`src/rtl/alu.sv`:
```
// ---------------------------------------------------------------------------
// alu -- 4-bit registered arithmetic/logic unit
//
// Computes one of 16 operations on two unsigned 4-bit operands and registers
// the 8-bit result and a carry/borrow/shift-out flag on every rising clk edge.
// Latency is one cycle; a new operation is accepted every cycle.
//
// Ports:
//   clk       in   1  rising-edge clock
//   rst       in   1  asynchronous active-high reset (clears outputs at once)
//   A         in   4  operand A, unsigned
//   B         in   4  operand B, unsigned
//   ALU_Sel   in   4  operation select (see op_e)
//   ALU_Out   out  8  registered result
//   CarryOut  out  1  registered carry (add), borrow (sub), shift-out (shl)
// ---------------------------------------------------------------------------
module alu (
  input  logic       clk,
  input  logic       rst,
  input  logic [3:0] A,
  input  logic [3:0] B,
  input  logic [3:0] ALU_Sel,
  output logic [7:0] ALU_Out,
  output logic       CarryOut
);

  typedef enum logic [3:0] {
    OP_ADD  = 4'h0,
    OP_SUB  = 4'h1,
    OP_MUL  = 4'h2,
    OP_DIV  = 4'h3,
    OP_SHL  = 4'h4,
    OP_SHR  = 4'h5,
    OP_ROL  = 4'h6,
    OP_ROR  = 4'h7,
    OP_AND  = 4'h8,
    OP_OR   = 4'h9,
    OP_XOR  = 4'hA,
    OP_NOR  = 4'hB,
    OP_NAND = 4'hC,
    OP_XNOR = 4'hD,
    OP_GT   = 4'hE,
    OP_EQ   = 4'hF
  } op_e;

  op_e        op;
  logic [7:0] result;
  logic       carry;

  assign op = op_e'(ALU_Sel);

  always_comb begin
    // NOTE: defaults first so every path assigns every output; this is what
    // keeps the combinational block from inferring latches.
    result = 8'h00;
    carry  = 1'b0;
    case (op)
      OP_ADD:  {carry, result[3:0]} = {1'b0, A} + {1'b0, B};
      // 5-bit difference: bit 4 is set exactly when A < B, i.e. the borrow.
      OP_SUB:  {carry, result[3:0]} = {1'b0, A} - {1'b0, B};
      OP_MUL:  result = {4'h0, A} * {4'h0, B};
      // Divide by zero returns all ones rather than an undefined quotient.
      OP_DIV:  result = (B == 4'h0) ? 8'hFF : {4'h0, A / B};
      OP_SHL:  {carry, result[3:0]} = {A, 1'b0};
      OP_SHR:  result[3:0] = {1'b0, A[3:1]};
      OP_ROL:  result[3:0] = {A[2:0], A[3]};
      OP_ROR:  result[3:0] = {A[0], A[3:1]};
      OP_AND:  result[3:0] = A & B;
      OP_OR:   result[3:0] = A | B;
      OP_XOR:  result[3:0] = A ^ B;
      OP_NOR:  result[3:0] = ~(A | B);
      OP_NAND: result[3:0] = ~(A & B);
      OP_XNOR: result[3:0] = ~(A ^ B);
      OP_GT:   result[0]   = (A > B);
      OP_EQ:   result[0]   = (A == B);
      default: ;
    endcase
  end

  // NOTE: registers use non-blocking assignments so every flop samples the
  // pre-edge values, independent of statement order.
  always_ff @(posedge clk or posedge rst) begin
    if (rst) begin
      ALU_Out  <= 8'h00;
      CarryOut <= 1'b0;
    end else begin
      ALU_Out  <= result;
      CarryOut <= carry;
    end
  end

endmodule

```
`config.mk`:
```
export PLATFORM = sky130hd
export DESIGN_NAME = alu
export DESIGN_NICKNAME = d
export VERILOG_FILES = /design/src/rtl/alu.sv
export SDC_FILE = /design/constraint.sdc
export NUM_CORES = 1
export LEC_CHECK = 0
export CAP_MARGIN = 20
export CORE_MARGIN = 3
export CORE_UTILIZATION = 40
export CTS_BUF_LIST = sky130_fd_sc_hd__clkbuf_4
export DETAILED_ROUTE_END_ITERATION = 8
export GPL_TIMING_DRIVEN = 0
export PLACE_DENSITY = 0.57
export SLEW_MARGIN = 25
export SYNTH_ARGS = -nofsm -noshare
export SYNTH_HDL_FRONTEND = slang
export SYNTH_SLANG_ARGS = --single-unit
```
`constraint.sdc`:
```
create_clock -name clk -period 0.8 [get_ports clk]
set_input_delay 0.16 -clock clk [delete_from_list [all_inputs] [get_ports clk]]
set_output_delay 0.16 -clock clk [all_outputs]
set_load 0.01 [all_outputs]
```
==> results of run 1 <==
## timing repair
item	4_1_cts	5_1_grt
setup buffers	19	13
gates resized for setup	104	39
pin swaps	20	33
setup endpoints to repair	18	18
## synthesized netlist by cell type, types with 3 or more instances
library cell	number	area [sq um]
nor2_1	21	78.83
o22ai_1	3	18.77
inv_1	25	93.84
o21ai_0	6	30.03
o21ai_1	10	50.05
fa_1	6	120.1
nand3b_1	4	30.03
nor2b_1	4	25.02
mux2i_1	4	40.04
a32oi_1	3	26.28
nand2_1	14	52.55
nor3_1	8	40.04
xnor2_1	9	78.83
nand3_1	3	15.01
ha_1	37	462.9
xor2_1	4	35.03
buf_2	7	35.03
nand2b_1	3	18.77
dfrtp_1	9	225.2
a21oi_1	18	90.09
## sequential cells by signal (all words and copies together), names as in the netlist
| register | cells |
|---|---|
| ALU_Out | 8 |
| CarryOut | 1 |
## kinds of logic after synthesis
group	count (synthesis)	synth area share, %
and+or+nand+nor	65	17.50
AOI/OAI and AO/OA	62	20.89
xor gates and xnor gates	13	6.055
DFF	9	11.98
muxes	6	3.327
adders and majority gates	43	31.00
buffers and inverters	37	9.247
## path summary, 6_finish.rpt
check,from,end,slack [ns],cells after the start
worst max-delay path,B[0],ALU_Out[0]$_DFF_PP0_,-2.61,23
worst min-delay path,rst,ALU_Out[2]$_DFF_PP0_,0.16,2
max in group asynchronous,rst,CarryOut$_DFF_PP0_,0.40,2
min in group clk,B[2],ALU_Out[6]$_DFF_PP0_,0.36,4
## routing by layer
metal,global-route usage (%),vias up
met1,28.68,901
met2,33.17,51
met3,1.757,0
met5,0,-
li1,-,942
met4,1.383,0
## final cells by class
type | count | area [sq um] | share of cell area [%]
tap | 52 | 65.06 | 2.374
sequential | 9 | 225.2 | 8.219
buffer | 11 | 65.06 | 2.374
inverter | 25 | 110.1 | 4.018
clock buffer | 4 | 30.03 | 1.096
timing repair buffer | 51 | 464.2 | 16.94
multi-input combinational | 189 | 1780 | 64.98
## stage by stage
stage | hold WS (ns) | TNS, ns
2_1_floorplan | -0.01208 | -12.54
3_3_place_gp | 0.4406 | -25.11
3_5_place_dp | 0.4395 | -25.03
4_1_cts | 0.1709 | -14.61
5_1_grt | 0.1942 | -15.31
6_report | 0.1572 | -14.36
## power groups by stage
stage,registers [mW],logic (mW),clock network (mW)
final,0.498,1.84,0.381
after global routing,0.501,2.01,0.400
after CTS,0.498,1.59,0.383
after detailed placement,0.508,1.44,0
after global placement,0.508,1.44,0
after floorplan,0.530,0.994,0
==> impl_results.md, run 1 <==
- Part of the power in registers: 18.3%
- Critical Path Start Type: input port
- CTS clock-pin slew for the worst setup and hold paths: 0.06 ns
- Worst stage delay on the critical path: 0.33 ns
- Number of enable flip-flop cells after synthesis: 0
- HP Class: in2async
- Setup crit end kind: flop
- Largest net degree at the start of global routing: 11
- Max Cap Viol: 0
- Count of different cell masters after synthesis: 49
- Wire length on met2: 2874 microns
- Number of fillers in the final layout: 385
- Row count: 24
- N_diodes: 0
- Fin util: 61.66%
- Num CTS Buffers: 3
- Final min period: 3.405 ns
- Area post-placement: 2297 sq um
- Gpl congestion: 0.8687
- Met3 WL: 264 microns
- DR iter-0 viols: 152
- Layout cells sized above 1: 40.48%
- Starting Density: 42.31%
- Initial antenna violation count: 0
- Final Cycle Share: 425.6%
- Gr usage total: 19.73%
- Netlist Area Pre-Place: 1881 sq um
- Top delay family on crit path: compound AO/OA/AOI/OAI gates
- Result of the run: complete, but fails checks
- Sw Pwr: 1.089 mW
- #FFs+latches synth: 9
- Fraction of registers with async set/reset: 100.0%
- Post-synthesis sequential area ratio: 11.98%
- Post-route DRC: 0
- Fin. max-slew vios: 0
- Number of clock sinks: 9
- Pint: 1.633 mW
- Worst Path Buf+Inv: 9
- Die Height: 74.57 microns
- Avg Inst Size Synth: 8.002 sq um
- Total Power: 2.721 mW
- Crit path kind: in2reg
- Crit-path cells: buf_12 > clkinvlp_4 > ha_4 > a21oi_2 > a21oi_2 > ha_1 > o21a_1 > o211ai_1 > o21ai_2 > buf_4 > buf_4 > buf_4 > buf_4 > buf_4 > buf_4 > buf_4 > mux2_4 > ha_4 > o21ai_2 > o21ai_2 > a32o_1 > nor2_1 > a21oi_2
- CTS tree: yes
- Root Driver: clkbuf_4
- CP max-delay cell: o211ai_1
- Peak VDD IR: 0.7001 mV
- Yosys warnings: 0
- Unrepaired setup endpoints after global routing: yes
- Slew HR: 53.99%
- Net switching share of the total power: 40.00%
- ANT nets after route: 0
- Clock share of power: 14.0%
- Worst Path Required: 0.91 ns
- Final hold vios: 0
- Vias per cell: 5.554
- Met1 Wirelength: 2500 microns
- Die Wd: 74.57 microns
- Synth Instances: 235
- Core ar.: 4444 sq um
- Final number of setup-violating endpoints: 18
- Die ar.: 5560 sq um
- GR Overflow Total: 0
- Detailed-placement wirelength estimate: 3907 microns
- Vias in the first global route: 1679
- Failing checks: negative setup slack
- CP Max Fanout: 3
- Final Non-Filler Cells: 341
- Placed Instances: 306
- Drt first pass iters: 4
- Leakage: 1.231 nW
- Most frequent cells in the layout: 25 x ha_1, 25 x buf_4, 19 x nor2_1, 17 x inv_1, 16 x buf_2
- Drt wl/cell: 16.54 microns
- Fmax: 0.2937 GHz
- Routed WL: 5639 microns
- Layout area overhead: 45.71%
- Hold buffers post-CTS: 0
- Post-Syn Nets: 292
- Crit path DAT: 3.52 ns
- Design area: 2740 sq um
- PD cells: 993.1 nW/um^2
- DR vias: 1894
- Top FF cell, synth: dfrtp_1
- Worst Tran Pin Value: 0.6839 ns
- DR top layer: met3
- Global-route wire length before repair: 8459 microns
- Clk buf depth: 2
- Fin worst setup slack: -2.605 ns
- Most frequent cell on the critical path: buf_4
- Dpl ws: -4.108 ns
- Combinational share of power: 67.7%
- Nets: 347
- Io pins: 23
- # H-tree levels: 1
- IO Port Bufs: 19
No activity file was read; power rests on OpenSTA's default activity.
==> run 2: changes to the inputs <==
Settings changed: DONT_BUFFER_PORTS set to 1, PLACE_DENSITY 0.57 to 0.5.
==> impl_results.md, run 2 (synthesized netlist as in run 1, its figures left out) <==
- Result of the run: complete, but fails checks
- Failing checks: negative setup slack
- Io pins: 23
- Hold Path Cell Cnt: 3
- Gr usage total: 21.44%
- Dpl ws: -3.126 ns
- Nets: 315
- Critical Path Start Type: input port
- Die Wd: 74.57 microns
- Final hold vios: 0
- Max Cap Viol: 0
- Number of clock sinks: 9
- N_diodes: 0
- Most frequent cells in the layout: 24 x ha_1, 18 x nor2_1, 15 x inv_1, 14 x buf_4
- Clk buf depth: 2
- Final Cycle Share: 406.2%
- Max reg flops: 8
- Die ar.: 5560 sq um
- FF/Latch Area: 225.2 sq um
- Die Height: 74.57 microns
- Unrepaired setup endpoints after global routing: yes
- Core ar.: 4444 sq um
- GR Overflow Total: 0
- Row count: 24
- Starting Density: 42.31%
- Drt first pass iters: 4
- Peak VDD IR: 0.5730 mV
- Global-route wire length before repair: 9177 microns
- WHS: 0.2570 ns
- CTS clock-pin slew for the worst setup and hold paths: 0.06 ns
- Vias in the first global route: 1845
- Final Non-Filler Cells: 309
- Most common cell after layout, fill and taps aside: ha_1
- DR iter-0 viols: 138
- HP Class: in2reg
- Fin worst setup slack: -2.449 ns
- Num CTS Buffers: 3
- Largest net degree at the start of global routing: 11
- Largest Register: ALU_Out
- Final min period: 3.249 ns
- Number of fillers in the final layout: 423
- Detailed-placement wirelength estimate: 4303 microns
- Slew HR: 49.94%
- CTS tree: yes
- Worst Tran Pin Value: 0.7441 ns
- Layout cells sized above 1: 36.58%
- Setup crit end kind: flop
- IO Port Bufs: 0
- Root Driver: clkbuf_4
- Placed Instances: 287
- Initial antenna violation count: 0
- Worst Path Required: 0.91 ns
- Routed WL: 5460 microns
- DR vias: 1825
- Fin. max-slew vios: 0
- CP Max Fanout: 8
- Hold path endpoint: ALU_Out[6]$_DFF_PP0_
- Fmax: 0.3077 GHz
- ANT nets after route: 0
- Final number of setup-violating endpoints: 18
- Layout area overhead: 31.74%
- PD cells: 1005 nW/um^2
- Crit path kind: in2reg
- Biggest regs: ALU_Out (8), CarryOut (1)
- Min-delay src: B[1]
- Post-route DRC: 0
- Gpl congestion: 0.9417
- # H-tree levels: 1
- Drt wl/cell: 17.67 microns
- Vias per cell: 5.906
- Leakage: 1.043 nW
- Area of the multi-input gates: 1814 sq um
- Crit path DAT: 3.36 ns
==> run 2: report_power, final <==
| group | internal (mW) | switching, mW |
|---|---|---|
| Clock | 0.225 | 0.145 |
| Sequential | 0.493 | 0.0325 |
| Combinational | 0.781 | 0.813 |
==> run 2: final cells by class <==
class / count / share of cell area (%)
plain buffers: 12 / 3.232
clock buffers: 4 / 1.212
inverters: 25 / 4.596
multi-input cells: 189 / 73.23
flip-flops and latches: 9 / 9.091
well taps: 52 / 2.626
repair buffers: 18 / 6.010
==> run 2: metal layers <==
metal / vias to the layer above / global-route usage [%] / part of all wire (%)
li1: 878 / - / -
met1: 874 / 27.55 / 46
met2: 63 / 36.20 / 47
met3: 10 / 5.000 / 5.6
met4: 0 / 5.336 / 1.8
met5: - / 0 / 0
==> run 2: critical path: stages <==
cell	delay, ns
clkinvlp_4	0.09
ha_4	0.17
a21oi_2	0.15
a21oi_2	0.06
ha_1	0.30
o21a_1	0.15
o211ai_1	0.09
buf_4	0.17
buf_6	0.12
nand2_1	0.06
o31ai_1	0.09
ha_1	0.32
o21ai_2	0.07
a21oi_4	0.18
nor2_1	0.06
a21oi_1	0.15
ha_1	0.27
a211oi_2	0.24
o21ai_2	0.09
a32o_2	0.23
nor2_2	0.09
a21oi_2	0.05
==> run 2: stage by stage <==
stage | power, mW | TNS [ns] | util, % | area (sq um)
global placement | 1.765 | -15.00 | 47.41 | 2107
CTS | 2.449 | -11.94 | 54.00 | 2400
finish | 2.490 | -11.88 | 55.74 | 2477
floorplan | 1.524 | -12.54 | - | 2042
global route | 2.715 | -12.79 | 55.74 | 2477
detailed placement | 1.798 | -15.36 | 47.41 | 2107
==> run 2: worst max-delay path by stage <==
stage / from / endpoint / slack [ns] / cells after the start
final: B[0] / ALU_Out[0]$_DFF_PP0_ / -2.45 / 22
after global routing: B[0] / ALU_Out[0]$_DFF_PP0_ / -2.58 / 21
after CTS: B[0] / ALU_Out[0]$_DFF_PP0_ / -2.40 / 22
after detailed placement: B[0] / ALU_Out[0]$_DFF_PP0_ / -3.13 / 19
after global placement: B[0] / ALU_Out[0]$_DFF_PP0_ / -3.01 / 19
after floorplan: B[0] / ALU_Out[0]$_DFF_PP0_ / -2.60 / 19
==> run 2: timing repair <==
item                                    in CTS  in global routing
pin swaps                                   22                 21
hold buffers                                 1                  0
endpoints found under the setup margin      18                 18
gates resized for setup                     31                 15
endpoints found under the hold margin        9                  0
buffers inserted                            14                  4
